===== src/rtl/thor2024_pc_redirect_arb.sv =====
// PC-redirect arbiter for the fetch stage: it sequences branch-miss, interrupt and
// backward-branch redirects one at a time, and it fetches the interrupt vector.
module thor2024_pc_redirect_arb #(
  parameter int             PCW     = 32,
  parameter int             UIPW    = 12,
  parameter logic [PCW-1:0] VECBASE = PCW'(32'hFFFC0000),
  parameter int             VEC_TMO = 15
) (
  input  logic            clk,
  input  logic            rst,
  input  logic            miss_req,
  input  logic [PCW-1:0]  miss_pc,
  input  logic            back_req,
  input  logic [PCW-1:0]  back_pc,
  input  logic [UIPW-1:0] back_uip,
  input  logic            irq,
  input  logic [7:0]      irq_cause,
  output logic            vec_rd,
  output logic [PCW-1:0]  vec_adr,
  input  logic            vec_ack,
  input  logic [PCW-1:0]  vec_dat,
  output logic            redir_v,
  output logic [PCW-1:0]  redir_pc,
  output logic [UIPW-1:0] redir_uip,
  input  logic            redir_ack,
  output logic            irq_ack,
  output logic            vec_err,
  output logic            fetch_stall
);

  typedef enum logic [1:0] {IDLE, VRD, VWAIT, ISSUE} state_t;
  typedef enum logic [1:0] {K_MISS, K_BACK, K_IRQ} kind_t;

  localparam logic [3:0] TMO = 4'(VEC_TMO);

  state_t          state, state_n;
  kind_t           kind, kind_n;
  logic            pend_miss, pend_miss_n, pend_back, pend_back_n;
  logic [3:0]      timer, timer_n, timer_inc;
  logic            redir_v_n, vec_err_n;
  logic [PCW-1:0]  redir_pc_n, vec_adr_n;
  logic [UIPW-1:0] redir_uip_n;
  logic [PCW-1:0]  miss_tgt, back_tgt, miss_sel, back_sel;
  logic [UIPW-1:0] back_uip_r, back_uip_sel;

  // A request arriving this cycle is newer than the held one, and it is used directly
  // so that an idle arbiter raises redir_v in the very next cycle.
  assign miss_sel     = miss_req ? miss_pc  : miss_tgt;
  assign back_sel     = back_req ? back_pc  : back_tgt;
  assign back_uip_sel = back_req ? back_uip : back_uip_r;
  assign timer_inc    = (timer == TMO) ? timer : timer + 4'd1;

  always_comb begin
    state_n     = state;
    kind_n      = kind;
    pend_miss_n = pend_miss | miss_req;
    pend_back_n = miss_req ? 1'b0 : (pend_back | back_req);
    timer_n     = timer;
    redir_v_n   = redir_v;
    redir_pc_n  = redir_pc;
    redir_uip_n = redir_uip;
    vec_adr_n   = vec_adr;
    vec_err_n   = vec_err;
    unique case (state)
      IDLE: begin
        // The pending flag is consumed when its target moves into the redirect register.
        // A same-type request that arrives while that redirect is outstanding then stays
        // pending and is issued after the transfer.
        if (pend_miss || miss_req) begin
          state_n     = ISSUE;
          kind_n      = K_MISS;
          redir_v_n   = 1'b1;
          redir_pc_n  = miss_sel;
          redir_uip_n = '0;
          pend_miss_n = 1'b0;
        end else if (irq) begin
          state_n   = VRD;
          vec_adr_n = VECBASE + PCW'({irq_cause, 3'b000});
        end else if (pend_back || back_req) begin
          state_n     = ISSUE;
          kind_n      = K_BACK;
          redir_v_n   = 1'b1;
          redir_pc_n  = back_sel;
          redir_uip_n = back_uip_sel;
          pend_back_n = 1'b0;
        end
      end
      VRD: begin
        timer_n = '0;
        state_n = VWAIT;
      end
      VWAIT: begin
        timer_n = timer_inc;
        if (pend_miss || miss_req) begin
          state_n = IDLE;
        end else if (vec_ack) begin
          state_n     = ISSUE;
          kind_n      = K_IRQ;
          redir_v_n   = 1'b1;
          redir_pc_n  = vec_dat;
          redir_uip_n = '0;
        end else if (timer_inc == TMO) begin
          state_n     = ISSUE;
          kind_n      = K_IRQ;
          redir_v_n   = 1'b1;
          redir_pc_n  = VECBASE;
          redir_uip_n = '0;
          vec_err_n   = 1'b1;
        end
      end
      ISSUE: begin
        if (redir_ack) begin
          state_n   = IDLE;
          redir_v_n = 1'b0;
        end
      end
      default: state_n = IDLE;
    endcase
  end

  always_ff @(posedge clk) begin
    if (rst) begin
      state     <= IDLE;
      kind      <= K_MISS;
      pend_miss <= 1'b0;
      pend_back <= 1'b0;
      timer     <= '0;
      redir_v   <= 1'b0;
      redir_pc  <= '0;
      redir_uip <= '0;
      vec_adr   <= '0;
      vec_err   <= 1'b0;
    end else begin
      state     <= state_n;
      kind      <= kind_n;
      pend_miss <= pend_miss_n;
      pend_back <= pend_back_n;
      timer     <= timer_n;
      redir_v   <= redir_v_n;
      redir_pc  <= redir_pc_n;
      redir_uip <= redir_uip_n;
      vec_adr   <= vec_adr_n;
      vec_err   <= vec_err_n;
    end
  end

  // Held targets are only meaningful while their pending flag is set, so they are not reset.
  always_ff @(posedge clk) begin
    if (miss_req) miss_tgt <= miss_pc;
    if (back_req && !miss_req) begin
      back_tgt   <= back_pc;
      back_uip_r <= back_uip;
    end
  end

  assign vec_rd      = (state == VRD);
  assign irq_ack     = (state == ISSUE) && redir_ack && (kind == K_IRQ);
  assign fetch_stall = pend_miss | pend_back | (state != IDLE);

endmodule

===== config.mk =====
export PLATFORM = sky130hd
export DESIGN_NAME = thor2024_pc_redirect_arb
export DESIGN_NICKNAME = d
export VERILOG_FILES = /design/src/rtl/thor2024_pc_redirect_arb.sv
export SDC_FILE = /design/constraint.sdc
export NUM_CORES = 1
export LEC_CHECK = 0
export BUFFER_PORTS_ARGS = -buffer_cell sky130_fd_sc_hd__buf_2
export CAP_MARGIN = 0
export CORE_MARGIN = 2
export CORE_UTILIZATION = 36
export CTS_BUF_LIST = sky130_fd_sc_hd__clkbuf_2
export DETAILED_ROUTE_END_ITERATION = 8
export GPL_ROUTABILITY_DRIVEN = 1
export MAX_ROUTING_LAYER = met4
export PLACE_DENSITY_LB_ADDON = 0.2
export SYNTH_ARGS = -nofsm -noshare
export SYNTH_HDL_FRONTEND = slang
export SYNTH_SLANG_ARGS = --single-unit

===== constraint.sdc =====
create_clock -name clk -period 3.52 [get_ports clk]
set_clock_uncertainty 0.1 [all_clocks]
set_input_delay 0.528 -clock clk [delete_from_list [all_inputs] [get_ports clk]]
set_output_delay 0.528 -clock clk [all_outputs]
set_load 0.02 [all_outputs]

==> results.txt, run 1 <==
routability cong. -> 0.764
setup slack, reg-to-reg -> 710 ps
hold crit path type -> primary input to flop
DR pass1 iterations -> 5
critical-path maximum fanout -> 20
placed insts -> 950
Worst Slack Setup Final -> 707 ps
status -> completed
Pins Over Slew Limit -> 0
Critical Path RT -> 4050 ps
Top FF cell, synth -> dfxtp_1
Clock Pin Slew Worst Setup and Hold Paths -> 180 ps
hpwl dp -> 11.3 mm
final critical-path required period -> 2810 ps
vias per cell -> 4.90
CP Class -> flop to flop
FF+latch count, synth -> 141
Met1 Wirelength -> 7.68 mm
Site Rows -> 48
Buffers on Ports -> 193
Highest Signal Layer -> met4
register share of total power -> 41.1%
async set-reset flop share out of synthesis -> 0%
met3 WL -> 937 µm
NumNets Final -> 956
Pwr Total -> 5.23 mW
internal power -> 3.26 mW
vias in the first global route -> 5,199
residual DRC count -> 0
hold_ws -> 132 ps
critical path launch point type -> flop
initial antenna violation count -> 1
arrival time at the worst endpoint -> 3340 ps
worst vdd ir -> 0.369 mV
Post-Layout Cell Count -> 1,067
PD cells -> 619 nW/µm²
worst relative slew slack -> 23.2%
sequential share of the synthesized area -> 51.4%
Inserted Clock Buffers -> 17
RSZ-0062 raised after global routing -> no
net switching power -> 1.97 mW
Total Wirelength -> 16.9 mm
via count -> 5,223
Hold Path Stages -> 3
GRT Overall Usage -> 18.6%
core area -> 17,300 µm²
final clock period utilization by the worst path -> 79.9%
chip height -> 137 µm
Routed Antenna Nets -> 0
pre-CTS setup slack -> 753 ps
Final Util -> 48.9%
total grt overflow -> 0
H-tree levels -> 4
layout cells sized above 1 -> 33.5%
Combinational Power Share -> 39.4%
fmax -> 0.355 GHz
fill count -> 1,620
TritonCTS clock tree -> built
Setup Fix Bufs, Post-CTS -> 0
Synth Area per Inst -> 11.0 µm²
clock sinks -> 141
DR WL met2 -> 8.09 mm
Netlist cell types -> 49
full die area -> 18,700 µm²
Register-to-Register Path Depth -> 7
power share of the clock group -> 19.5%
Register Area -> 3260 µm²
max-cap violations -> 0
Yosys warnings -> 0
Worst-Skew Late Latency -> 690 ps
Die W -> 137 µm
largest net degree at the start of global routing -> 66
Post-Syn Area -> 6350 µm²
deepest clock path buffer count -> 2
Multi-input gate area -> 2630 µm²
final setup fails -> 0
placed cell area -> 7350 µm²
Wirelength per Cell -> 15.8 µm
Design Area, Final -> 8450 µm²
Setup crit end kind -> flop
final hold violation count -> 0
Cells after Synth -> 577
setup TNS -> 0 ps
Lkg Pwr -> 3.84 nW
EDFF count, synth -> 44
I/O Pins -> 204
first-pass GRT wire length -> 26.0 mm
Worst-Margin Slew -> 1150 ps
area grow syn2layout -> 33.1%
Initial Util -> 36.7%
switch share -> 37.7%
drt first-iter violations -> 313
clk root buf -> clkbuf_2
-- routing by layer --
layer  vias to the layer above  GRT usage [%]
met5                         -              -
met4                         0           5.10
met3                        12           4.74
met2                       166           30.1
met1                      2486           23.1
li1                       2559              -
-- flip-flops by register name, indices dropped and copies added, names as in the netlist, 2 cells and up --
signal / count
vec_adr: 9
timer: 4
miss_tgt: 32
redir_pc: 32
back_tgt: 32
back_uip_r: 12
redir_uip: 12
state: 2
kind: 2
-- synthesized netlist by cell type, types with 6 or more instances --
master | instances | share of area [%]
a21oi_1 | 11 | 0.87
buf_2 | 7 | 0.55
buf_4 | 26 | 3.1
clkbuf_1 | 25 | 1.5
dfxtp_1 | 97 | 31
edfxtp_1 | 44 | 21
inv_1 | 39 | 2.3
mux2_1 | 6 | 1.1
mux2_2 | 24 | 4.3
mux2i_1 | 80 | 13
nand2_1 | 73 | 4.3
nand3_1 | 22 | 1.7
nor2_1 | 8 | 0.47
o21ai_0 | 19 | 1.5
o221a_2 | 14 | 2.5
o221ai_1 | 18 | 2.5
o32ai_2 | 9 | 2.3
-- kinds of logic (layout without fill, tap and decap cells) --
| family | count (synthesis) | in the layout | share of synthesized area (%) |
|---|---|---|---|
| muxes | 110 | 110 | 17.9 |
| DFF | 141 | 141 | 51.4 |
| and+or+nand+nor | 127 | 127 | 9.02 |
| adders and majority gates | 5 | 5 | 0.985 |
| AOI/OAI and AO/OA | 92 | 92 | 12.6 |
| other | 1 | 11 | 0.0590 |
| buffers and inverters | 101 | 356 | 8.00 |
-- worst max-delay path: stages (launching register included) --
cell and delay (ps):
dfxtp_1 400, inv_1 90, ha_1 280, nor2b_1 190, or3_1 410, o211ai_4 580, buf_4 470, mux2i_1 240
-- final timing paths --
| kind | startpoint | to |
|---|---|---|
| min reg2reg | vec_adr[6] | vec_adr[6] |
| max reg2reg | state[0] | redir_pc[13] |
| max | state[0] | redir_pc[13] |
| min | back_req | pend_back |
-- power groups by stage --
stage	sequential, mW	clock [mW]	combinational [mW]
floorplan	2.40	0	1.25
global route	2.18	1.13	2.23
detailed placement	2.19	0	1.99
global placement	2.18	0	1.94
finish	2.15	1.02	2.06
CTS	2.15	1.07	2.07
-- cells in the final DEF (no fill, tap or decap), types with 3 or more instances in the layout --
master | Yosys | final
o221ai_1 | 18 | 18
dfxtp_1 | 97 | 97
a211oi_1 | 3 | 3
dlygate4sd3_1 | 0 | 84
clkbuf_2 | 0 | 21
o221a_2 | 14 | 14
conb_1 | 1 | 10
mux2_2 | 24 | 24
nand3_1 | 22 | 22
inv_1 | 39 | 38
a21oi_1 | 11 | 11
mux2i_1 | 80 | 80
ha_1 | 5 | 5
o32ai_1 | 3 | 3
o32ai_2 | 9 | 9
nand2_1 | 73 | 73
buf_4 | 26 | 7
mux2_1 | 6 | 6
or3_1 | 3 | 3
nor3_1 | 5 | 5
clkinv_1 | 0 | 5
o21ai_0 | 19 | 19
buf_2 | 7 | 193
bufinv_16 | 0 | 4
edfxtp_1 | 44 | 44
nor2_1 | 8 | 8
-- cell type report --
class / count / area share, %
Inverter: 39 / 1.73
Clock buffer: 21 / 1.24
Multi-Input combinational cell: 344 / 31.1
Antenna cell: 1 / 0.0296
Timing Repair Buffer: 285 / 22.2
Tap cell: 225 / 3.33
Clock inverter: 11 / 1.76
Sequential cell: 141 / 38.6
-- repair_timing --
| action | in CTS | in global routing |
|---|---|---|
| endpoints found under the hold margin | 96 | 0 |
| gates resized for setup | 0 | 0 |
| hold buffers | 84 | 0 |
Note: power is estimated with default switching activity, not from simulation.
==> run 2, diff against run 1 <==
Clock period 3.52 ns to 2.73 ns, I/O delays scaled along.
==> run 2 against run 1 <==
Hold slack lost 54 ps. Largest cell class unchanged. Total power grew 32%. Largest power group is now combinational logic. Sequential share of layout area shrank 1.6 points. Sequential cell count is the same. Routed wire length grew 7.2%. Worst setup slack lost 520 ps. Non-clock buffer count grew 36. Clock power grew 29%. Sequential power grew 28%. Global-route usage grew 1.5 points.
==> results.txt, run 2 (same netlist as run 1, synthesis figures left out) <==
status -> completed
critical-path maximum fanout -> 7 (-65%)
Lkg Pwr -> 3.99 nW (+3.9%)
most frequent cells in the layout -> buf_2, dlygate4sd3_1, dfxtp_1, mux2i_1, nand2_1
placed cell area -> 7380 µm² (+0.41%)
NumNets Final -> 992 (+3.8%)
final hold violation count -> 0 (unchanged)
Setup crit end kind -> output pin
full die area -> 18,700 µm² (unchanged)
Die W -> 137 µm (unchanged)
cells along the critical path -> inv_1, ha_4, inv_1, or3_1, buf_2
Buffers on Ports -> 193 (unchanged)
clock sinks -> 141 (unchanged)
deepest clock path buffer count -> 2 (unchanged)
initial antenna violation count -> 2 (+1)
Register-to-Register Path Depth -> 7 (unchanged)
Hold EP -> redir_pc[18]
setup TNS -> 0 ps (unchanged)
chip height -> 137 µm (unchanged)
Wirelength per Cell -> 16.4 µm (+3.5%)
Worst Slack Setup Final -> 182 ps (-525 ps)
vias per cell -> 4.94 (+1.0%)
arrival time at the worst endpoint -> 2040 ps (-1300 ps)
gr busiest metal -> met2
met2 usage in global routing -> 32.2% (+2.1 points)
Routed Antenna Nets -> 0 (unchanged)
layout cells sized above 1 -> 33.3% (-0.24 points)
max-cap violations -> 0 (unchanged)
TritonCTS clock tree -> built
cell mode on critical path -> inv_1
routability cong. -> 0.857 (+12%)
Worst path slowest cell -> dfxtp_1
final critical-path required period -> 2550 ps
Critical Path RT -> 2220 ps (-1830 ps)
via count -> 5,463 (+4.6%)
Largest regs -> back_tgt (32), miss_tgt (32), redir_pc (32)
total grt overflow -> 0 (unchanged)
Inserted Clock Buffers -> 17 (unchanged)
Multi-input gate area -> 2640 µm² (+0.48%)
area grow syn2layout -> 39.0%
Clock Pin Slew Worst Setup and Hold Paths -> 200 ps (+20 ps)
Total Wirelength -> 18.1 mm (+7.2%)
fill count -> 1,533 (-5.4%)
Pins Over Slew Limit -> 0 (unchanged)
slowest stage delay, CP -> 370 ps (-210 ps)
largest net degree at the start of global routing -> 43 (-35%)
hpwl dp -> 11.8 mm (+4.8%)
GRT Overall Usage -> 20.1% (+1.5 points)
final clock period utilization by the worst path -> 93.3%
CP delay by family, top -> buffers and inverters
PD cells -> 782 nW/µm² (+26%)
fmax -> 0.392 GHz
Setup Fix Bufs, Post-CTS -> 0 (unchanged)
RSZ-0062 raised after global routing -> no
Design Area, Final -> 8830 µm² (+4.5%)
Initial Util -> 36.7% (unchanged)
setup slack, reg-to-reg -> 380 ps (-330 ps)
final setup fails -> 0 (unchanged)
Hold Startpoint -> vec_dat[18]
worst relative slew slack -> 50.6% (+27 points)
drt first-iter violations -> 292 (-6.7%)
reg-to-reg startpoint -> state[0]
DR pass1 iterations -> 4 (-1)
reg-to-reg endpoint -> redir_pc[23]
Hold Path Stages -> 4 (+1)
met1 usage -> 24.1% (+1.0 points)
commonest non-fill, non-tap cell in the layout -> buf_2
first-pass GRT wire length -> 27.9 mm (+7.2%)
pre-CTS setup slack -> 404 ps (-348 ps)
worst vdd ir -> 0.395 mV (+7.0%)
Worst-Margin Slew -> 740 ps (-413 ps)
CP Class -> flop to output pin
H-tree levels -> 4 (unchanged)
critical path launch point type -> flop
Register Area -> 3260 µm² (unchanged)
number of buffers and inverters on the critical path -> 3 (+1)
M3 GR Usage -> 5.81% (+1.1 points)
residual DRC count -> 0 (unchanged)
I/O Pins -> 204 (unchanged)
Site Rows -> 48 (unchanged)
hold crit path type -> primary input to flop
clk root buf -> clkbuf_2
vias in the first global route -> 5,592 (+7.6%)
Pwr Total -> 6.90 mW (+32%)
core area -> 17,300 µm² (unchanged)
Worst-Skew Late Latency -> 720 ps (+30 ps)
## run 2: cell count changes in the layout (fill, tap and decap cells not counted), moves of 2 or more
cell | previous run | this run
diode_2 | 1 | 3
buf_4 | 7 | 11
clkbuf_2 | 21 | 19
clkinv_1 | 5 | 0
dlygate4sd3_1 | 84 | 116
clkinv_4 | 0 | 5
clkinvlp_4 | 0 | 2
## run 2: stage by stage
stage / cells / hold WS [ps] / util (%)
floorplan: 586 / 325 / -
global placement: 954 / 337 / 42.7
detailed placement: 954 / 340 / 42.7
CTS: 1102 / 2.62 / 50.9
global route: 1104 / 40.9 / 51.0
finish: 1105 / 77.7 / 51.0
## run 2: area by class of cell
class                      instances  share of cell area (%)
timing repair buffer             321                    25.3
antenna                            3                  0.0850
sequential                       141                    37.0
multi-input combinational        344                    29.9
inverter                          39                    1.66
clock buffer                      19                    1.08
clock inverter                    13                    1.90
tap                              225                    3.19
## run 2: timing repair
item                                    CTS  global route
endpoints found under the setup margin    0             1
hold buffers                            116             0
endpoints found under the hold margin   131             0
gates resized for setup                   0             2
## run 2: how the worst max path moves through the flow
stage	startpoint	endpoint	slack (ps)	depth (start not counted)
after floorplan	back_req	back_tgt[0]	310	4
after global placement	miss_req	redir_pc[16]	440	6
after detailed placement	state[0]	redir_pc[23]	400	7
after CTS	state[0]	fetch_stall	20	5
after global routing	state[0]	fetch_stall	20	5
final	state[0]	fetch_stall	180	5
## run 2: routing by layer
| layer | vias up | routed length, µm |
|---|---|---|
| met4 | 0 | 297 |
| met3 | 24 | 1360 |
| met5 | - | 0 |
| met1 | 2602 | 7840 |
| met2 | 209 | 8590 |
| li1 | 2628 | - |
## run 2: worst min-delay path: cells and delay by family
| family | cells | cell delay (ps) |
|---|---|---|
| AO/OA/AOI/OAI | 2 | 260 |
| multiplexers | 1 | 110 |
| buffers and inverters | 1 | 80 |
## run 2: power by group
part	switching (mW)	leakage, nW	internal, mW
combinational	1.67	2.62	1.15
clock	0.795	0.155	0.524
sequential	0.208	1.21	2.56
